==> src/rtl/approx_add_pkg.sv <==
`default_nettype none
// ============================================================================
// Module      : approx_add_pkg
// Description : Shared definitions for the pipelined approximate adder.
//               params_legal() - elaboration-time parameter legality check.
//               loa_sum()      - lower-part-OR golden function (result is
//                                width+1 bits, zero-extended to 65 bits).
// Revision    : 1.0 - initial release
// ============================================================================
package approx_add_pkg;

    localparam int MAX_WIDTH = 64;

    function automatic bit params_legal(input int width, input int stages,
                                        input int approx_bits);
        if (width < 4 || width > MAX_WIDTH) return 1'b0;
        if (stages < 1 || (width % stages) != 0) return 1'b0;
        if (approx_bits < 0 || approx_bits >= (width / stages)) return 1'b0;
        return 1'b1;
    endfunction

    // Low k bits are a|b, the carry into bit k is a[k-1]&b[k-1], and the
    // remaining bits are an exact add of the upper operand parts.
    function automatic logic [MAX_WIDTH:0] loa_sum(input logic [MAX_WIDTH-1:0] a,
                                                  input logic [MAX_WIDTH-1:0] b,
                                                  input int k, input int width);
        logic [MAX_WIDTH:0] mask;
        logic [MAX_WIDTH:0] lo;
        logic [MAX_WIDTH:0] hi;
        logic               c;
        mask = (65'(1) << width) - 65'(1);
        lo   = {1'b0, (a | b)} & ((65'(1) << k) - 65'(1)) & mask;
        c    = 1'b0;
        if (k > 0) c = a[k-1] & b[k-1];
        hi   = (({1'b0, a} & mask) >> k) + (({1'b0, b} & mask) >> k) + 65'(c);
        return ((hi << k) | lo) & ((65'(1) << (width + 1)) - 65'(1));
    endfunction

endpackage
`default_nettype wire

==> src/rtl/approx_add_seg.sv <==
`default_nettype none
// ============================================================================
// Module      : approx_add_seg
// Description : One SEG_W-bit ripple segment with carry-in/carry-out and an
//               optional lower-part-OR region of APPROX LSBs.
// Ports       : a, b      - segment operand slices
//               cin       - carry into the segment
//               approx_en - 1 selects the approximate result
//               s, cout   - segment sum and carry-out
// Revision    : 1.0 - initial release
// ============================================================================
module approx_add_seg #(
    parameter int SEG_W  = 8,
    parameter int APPROX = 0
) (
    input  logic [SEG_W-1:0] a,
    input  logic [SEG_W-1:0] b,
    input  logic             cin,
    input  logic             approx_en,
    output logic [SEG_W-1:0] s,
    output logic             cout
);

    localparam int              TOP_POS  = (APPROX > 0) ? APPROX - 1 : 0;
    localparam logic [SEG_W-1:0] LO_MASK  = SEG_W'((65'(1) << APPROX) - 65'(1));
    localparam logic [SEG_W-1:0] TOP_MASK = (APPROX > 0) ? SEG_W'(65'(1) << TOP_POS)
                                                         : '0;

    logic [SEG_W:0] w_exact;
    logic [SEG_W:0] w_approx;
    logic           w_kcarry;

    always_comb begin
        w_exact  = {1'b0, a} + {1'b0, b} + (SEG_W+1)'(cin);
        // The approximate region only exists in the first segment, where the
        // incoming carry is always zero, so cin is replaced by a[K-1]&b[K-1].
        // With no region the approximate path collapses to the exact add.
        w_kcarry = (APPROX > 0) ? |(a & b & TOP_MASK) : cin;
        w_approx = ({1'b0, a & ~LO_MASK} + {1'b0, b & ~LO_MASK}
                    + ((SEG_W+1)'(w_kcarry) << APPROX))
                   | {1'b0, (a | b) & LO_MASK};
        {cout, s} = approx_en ? w_approx : w_exact;
    end

endmodule
`default_nettype wire

==> src/rtl/approx_add_pipe.sv <==
`default_nettype none
// ============================================================================
// Module      : approx_add_pipe
// Description : Pipelined WIDTH-bit adder, STAGES carry-chain segments, with a
//               per-beat exact / lower-part-OR approximate mode.
// Ports       : clk, rst                 - clock, synchronous active-high reset
//               in_valid/in_ready        - input handshake
//               a, b, approx_en          - operands and mode tag
//               out_valid/out_ready      - output handshake
//               sum (WIDTH+1), sum_approx - result and its mode tag
// Revision    : 1.0 - initial release
// ============================================================================
module approx_add_pipe
    import approx_add_pkg::*;
#(
    parameter int WIDTH       = 16,
    parameter int STAGES      = 2,
    parameter int APPROX_BITS = 3
) (
    input  logic             clk,
    input  logic             rst,
    input  logic             in_valid,
    output logic             in_ready,
    input  logic [WIDTH-1:0] a,
    input  logic [WIDTH-1:0] b,
    input  logic             approx_en,
    output logic             out_valid,
    input  logic             out_ready,
    output logic [WIDTH:0]   sum,
    output logic             sum_approx
);

    localparam int SEG = WIDTH / STAGES;

    if (!params_legal(WIDTH, STAGES, APPROX_BITS)) begin : g_param_check
        $error("approx_add_pipe: illegal WIDTH/STAGES/APPROX_BITS combination");
    end

    // Per-stage registers. a_q/b_q carry the full operands; each stage only
    // consumes its own slice. psum_q holds the sum bits produced so far.
    logic [STAGES-1:0] valid_q, valid_d;
    logic [STAGES-1:0] carry_q, carry_d;
    logic [STAGES-1:0] mode_q,  mode_d;
    logic [WIDTH-1:0]  a_q    [STAGES];
    logic [WIDTH-1:0]  a_d    [STAGES];
    logic [WIDTH-1:0]  b_q    [STAGES];
    logic [WIDTH-1:0]  b_d    [STAGES];
    logic [WIDTH-1:0]  psum_q [STAGES];
    logic [WIDTH-1:0]  psum_d [STAGES];

    // Stage inputs, selected from the ports or the previous stage.
    logic [WIDTH-1:0]  w_a_in    [STAGES];
    logic [WIDTH-1:0]  w_b_in    [STAGES];
    logic [WIDTH-1:0]  w_psum_in [STAGES];
    logic [SEG-1:0]    w_seg_a   [STAGES];
    logic [SEG-1:0]    w_seg_b   [STAGES];
    logic [SEG-1:0]    w_seg_sum [STAGES];
    logic [STAGES-1:0] w_cin;
    logic [STAGES-1:0] w_mode_in;
    logic [STAGES-1:0] w_valid_in;
    logic [STAGES-1:0] w_seg_cout;
    logic [STAGES-1:0] w_load;

    for (genvar s = 0; s < STAGES; s++) begin : g_stage
        if (s == 0) begin : g_first
            assign w_a_in[s]     = a;
            assign w_b_in[s]     = b;
            assign w_psum_in[s]  = '0;
            assign w_cin[s]      = 1'b0;
            assign w_mode_in[s]  = approx_en;
            assign w_valid_in[s] = in_valid;
        end else begin : g_next
            assign w_a_in[s]     = a_q[s-1];
            assign w_b_in[s]     = b_q[s-1];
            assign w_psum_in[s]  = psum_q[s-1];
            assign w_cin[s]      = carry_q[s-1];
            assign w_mode_in[s]  = mode_q[s-1];
            assign w_valid_in[s] = valid_q[s-1];
        end

        assign w_seg_a[s] = SEG'(w_a_in[s] >> (s * SEG));
        assign w_seg_b[s] = SEG'(w_b_in[s] >> (s * SEG));

        approx_add_seg #(
            .SEG_W  (SEG),
            .APPROX ((s == 0) ? APPROX_BITS : 0)
        ) u_seg (
            .a         (w_seg_a[s]),
            .b         (w_seg_b[s]),
            .cin       (w_cin[s]),
            .approx_en (w_mode_in[s]),
            .s         (w_seg_sum[s]),
            .cout      (w_seg_cout[s])
        );
    end

    always_comb begin
        // A stage may load when any slot from it to the output is empty, or
        // the consumer is taking the result: the whole chain then shifts.
        // Written in closed form so there is no bit-to-bit feedback in w_load.
        w_load = '0;
        for (int s = 0; s < STAGES; s++) begin
            w_load[s] = out_ready;
            for (int j = s; j < STAGES; j++) begin
                if (!valid_q[j]) w_load[s] = 1'b1;
            end
        end

        valid_d = valid_q;
        carry_d = carry_q;
        mode_d  = mode_q;
        for (int s = 0; s < STAGES; s++) begin
            a_d[s]    = a_q[s];
            b_d[s]    = b_q[s];
            psum_d[s] = psum_q[s];
            if (w_load[s]) begin
                valid_d[s] = w_valid_in[s];
                if (w_valid_in[s]) begin
                    a_d[s]     = w_a_in[s];
                    b_d[s]     = w_b_in[s];
                    mode_d[s]  = w_mode_in[s];
                    carry_d[s] = w_seg_cout[s];
                    psum_d[s]  = w_psum_in[s] | (WIDTH'(w_seg_sum[s]) << (s * SEG));
                end
            end
        end
    end

    always_ff @(posedge clk) begin
        if (rst) begin
            valid_q <= '0;
            carry_q <= '0;
            mode_q  <= '0;
            for (int s = 0; s < STAGES; s++) begin
                a_q[s]    <= '0;
                b_q[s]    <= '0;
                psum_q[s] <= '0;
            end
        end else begin
            valid_q <= valid_d;
            carry_q <= carry_d;
            mode_q  <= mode_d;
            for (int s = 0; s < STAGES; s++) begin
                a_q[s]    <= a_d[s];
                b_q[s]    <= b_d[s];
                psum_q[s] <= psum_d[s];
            end
        end
    end

    assign in_ready   = w_load[0];
    assign out_valid  = valid_q[STAGES-1];
    assign sum        = {carry_q[STAGES-1], psum_q[STAGES-1]};
    assign sum_approx = mode_q[STAGES-1];

endmodule
`default_nettype wire

==> config.mk <==
export PLATFORM = sky130hd
export DESIGN_NAME = approx_add_pipe
export DESIGN_NICKNAME = d
export VERILOG_FILES = /design/src/rtl/approx_add_pkg.sv /design/src/rtl/approx_add_seg.sv /design/src/rtl/approx_add_pipe.sv
export SDC_FILE = /design/constraint.sdc
export NUM_CORES = 1
export LEC_CHECK = 0
export ABC_CLOCK_PERIOD_IN_PS = 4000
export CAP_MARGIN = 20
export CORE_UTILIZATION = 51
export DETAILED_ROUTE_END_ITERATION = 7
export GPL_TIMING_DRIVEN = 0
export HOLD_SLACK_MARGIN = 0.05
export PLACE_DENSITY = 0.8
export SLEW_MARGIN = 20
export SYNTH_ARGS = -nofsm -noshare
export SYNTH_HDL_FRONTEND = slang
export SYNTH_SLANG_ARGS = --single-unit
==> constraint.sdc <==
create_clock -name clk -period 4 [get_ports clk]
set_clock_uncertainty 0.1 [all_clocks]
set_input_delay 0.8 -clock clk [delete_from_list [all_inputs] [get_ports clk]]
set_output_delay 0.8 -clock clk [all_outputs]
set_load 0.02 [all_outputs]
==> impl_metrics.json <==
{
  "synth_cell_types": 44,
  "cts-htree-levels": 2,
  "power.internal_mw": 0.8269,
  "coreArea_sq_um": 5140,
  "p_total_mw": 1.142,
  "final_cell_mix": "clkdlybuf4s50_1, nand2_1, dfxtp_1",
  "finalSetupViolCount": 0,
  "fin_setup_tns_ns": 0,
  "swShare_pct": 27.59,
  "slowest_delay_ns": 0.42,
  "status": "completed",
  "hold_buffers": 0,
  "slew_violations": 0,
  "ys.flop_type": "dfxtp_1",
  "grt_pass1_vias": 1884,
  "cts_buffers": 5,
  "drv_cap": 0,
  "routabilityCongestion": 0.8140,
  "die_height_microns": 75.50,
  "cp-end-kind": "flop",
  "ys_seq_area_share_pct": 39.24,
  "drc_errors": 0,
  "worst_hold_path_type": "flop to flop",
  "nFillCells": 457,
  "syn-cell-area_sq_um": 2755,
  "synthCells": 284,
  "crit_type": "input pin to flop",
  "clk-insertion-delay-late_ns": 0.30,
  "die_x_microns": 75.50,
  "place_hpwl_microns": 4170,
  "pwr-share-seq_pct": 46.9,
  "mostFrequentLayoutCell": "clkdlybuf4s50_1",
  "powerDensity_nw_per_um2": 327.5,
  "cts_resized": 0,
  "routedWlPerCell_microns": 12.50,
  "dr.pass1.iters": 7,
  "synth.top_cells.by_area": "dfxtp_1, edfxtp_1, ha_1",
  "vias": 2135,
  "synth_fp_nets": 351,
  "critPathTopFamily": "adder cells",
  "holdWs_ns": 0.3544,
  "tightest_slew_ns": 0.6646,
  "grt_overflow_total": 0,
  "synth_edf_count": 16,
  "clkPwrFrac_pct": 27.6,
  "clk_pin_slew_worst_paths_ns": 0.08,
  "n_antenna_cell": 0,
  "p_leak_nw": 1.480,
  "first_iter_violations": 90,
  "cts_root_buf": "clkbuf_8",
  "yosysWarnings": 0,
  "peakVddDrop_mv": 0.2081,
  "fmax_ghz": 0.2949,
  "nNetsFinal": 412,
  "ant_nets": 0,
  "rows": 26,
  "hold_viol_final": 0,
  "arrival_ns": 3.53,
  "synth_top_area_cell": "dfxtp_1",
  "synth-async-reset-ratio_pct": 0,
  "initial_core_util_pct": 53.60,
  "grt_pass1_wl_microns": 8369,
  "clkSinkCount": 46,
  "grt_max_degree": 17,
  "placed_area_sq_um": 3383,
  "syn_avg_cell_area_sq_um": 9.701,
  "comb_power_share_pct": 25.5,
  "startpoint_type": "input pin",
  "port_buffers": 54,
  "synth_top_area_share_pct": 21.80,
  "grt.total_usage_pct": 19.49,
  "viasPerCell": 5.132,
  "period_minus_slack_ns": 3.391,
  "critPathSlowestCell": "clkdlybuf4s50_1",
  "regArea_sq_um": 1081,
  "cp.required_ns": 4.13,
  "design_area_sq_um": 3487,
  "dieArea_sq_um": 5700,
  "switchingPower_mw": 0.3151,
  "ioPinCount": 57,
  "crit_buf_inv": 1,
  "antenna_found_initial": 0,
  "layout-drive-gt1-share_pct": 10.12,
  "multiInputGateArea_sq_um": 1444,
  "cts_buffer_depth": 2,
  "critPathMaxFanout": 4,
  "cts_setup_buffers": 0,
  "rsz0062_at_grt": "false",
  "relSlewSlack_pct": 55.59,
  "min_period_over_period_pct": 84.78,
  "critical_path.cell_chain": "clkdlybuf4s50_1 -> ha_1 -> fa_1 -> ha_1 -> fa_1 -> a21o_1 -> a21oi_1 -> xor2_1 -> a221o_1 -> a21oi_2",
  "cts_tree": "yes",
  "area_delta_synth_final_pct": 26.57,
  "postRouteWirelength_microns": 5202,
  "ys_seq_elements": 46
}
[logic make-up (layout without fill, tap and decap cells)]
logic type,count (synthesis),in the layout,synth area share [%]
fa+ha+maj,30,30,15.80
simple gates,89,89,16.44
xor+xnor,10,10,3.179
mux,7,7,2.543
buf+inv,40,102,8.356
flops,46,46,39.24
compound gates,62,62,14.44
[path summary, 6_finish.rpt]
path                                   start            end  slack [ns]  cells after the start
worst min-delay path            psum_q[0][2]   psum_q[0][2]        0.35                      2
worst max register to register     a_q[0][8]  psum_q[0][30]        1.52                      7
worst max-delay path                    a[2]     carry_q[0]        0.61                     10
worst min register to register  psum_q[0][2]   psum_q[0][2]        0.35                      2
[flip-flops by register name, indices dropped and copies added, names as in the netlist]
name / count
valid_q: 2
psum_q: 24
b_q: 8
mode_q: 2
a_q: 8
carry_q: 2
[layer usage]
layer | GRT usage (%) | up-vias | part of all wire (%)
li1 | - | 1089 | -
met1 | 27.95 | 970 | 50
met2 | 29.76 | 69 | 45
met3 | 3.439 | 7 | 4.2
met4 | 6.790 | 0 | 0.92
met5 | 0 | - | 0
[Yosys cell counts, types with 2 or more instances]
library cell,count
buf_6,2
nor4b_1,3
or4_1,2
xor2_1,4
nor2b_1,16
nand3_1,4
buf_2,4
fa_1,8
buf_4,16
mux2i_1,7
o21ai_1,2
a31oi_1,5
nor3_1,5
clkbuf_1,7
and2_1,2
nor2_1,8
xnor2_1,6
a21oi_1,25
a211oi_1,4
o211a_1,2
o21ai_0,6
dfxtp_1,30
ha_1,22
nand3b_1,2
a21o_1,6
a211oi_2,2
or3_1,2
o211ai_1,3
edfxtp_1,16
nand2_1,39
inv_1,11
[metrics by stage]
step | std cells | utilization (%) | setup WS, ns
finish | 416 | 67.84 | 0.6086
global route | 416 | 67.84 | 0.4986
CTS | 416 | 67.84 | 0.6013
detailed placement | 408 | 65.82 | 0.3036
global placement | 408 | 65.82 | 0.3648
floorplan | 284 | - | 0.9617
[layout make-up]
class,instances,area share [%]
Multi-Input combinational cell,198,41.41
Sequential cell,46,31.00
Timing Repair Buffer,54,15.50
Buffer,29,5.418
Clock buffer,6,2.691
Tap cell,70,2.512
Inverter,11,1.184
Clock inverter,2,0.2870
[worst min-delay path: stages (launching register included)]
cell	delay [ns]
dfxtp_1	0.32
nand2_1	0.05
a21oi_1	0.05
[power by group through the flow]
stage	sequential [mW]	combinational (mW)	clock [mW]
CTS	0.536	0.291	0.320
finish	0.535	0.292	0.315
global route	0.539	0.323	0.334
floorplan	0.543	0.191	0
global placement	0.545	0.283	0
detailed placement	0.547	0.290	0
No activity file was read; power rests on OpenSTA's default activity.
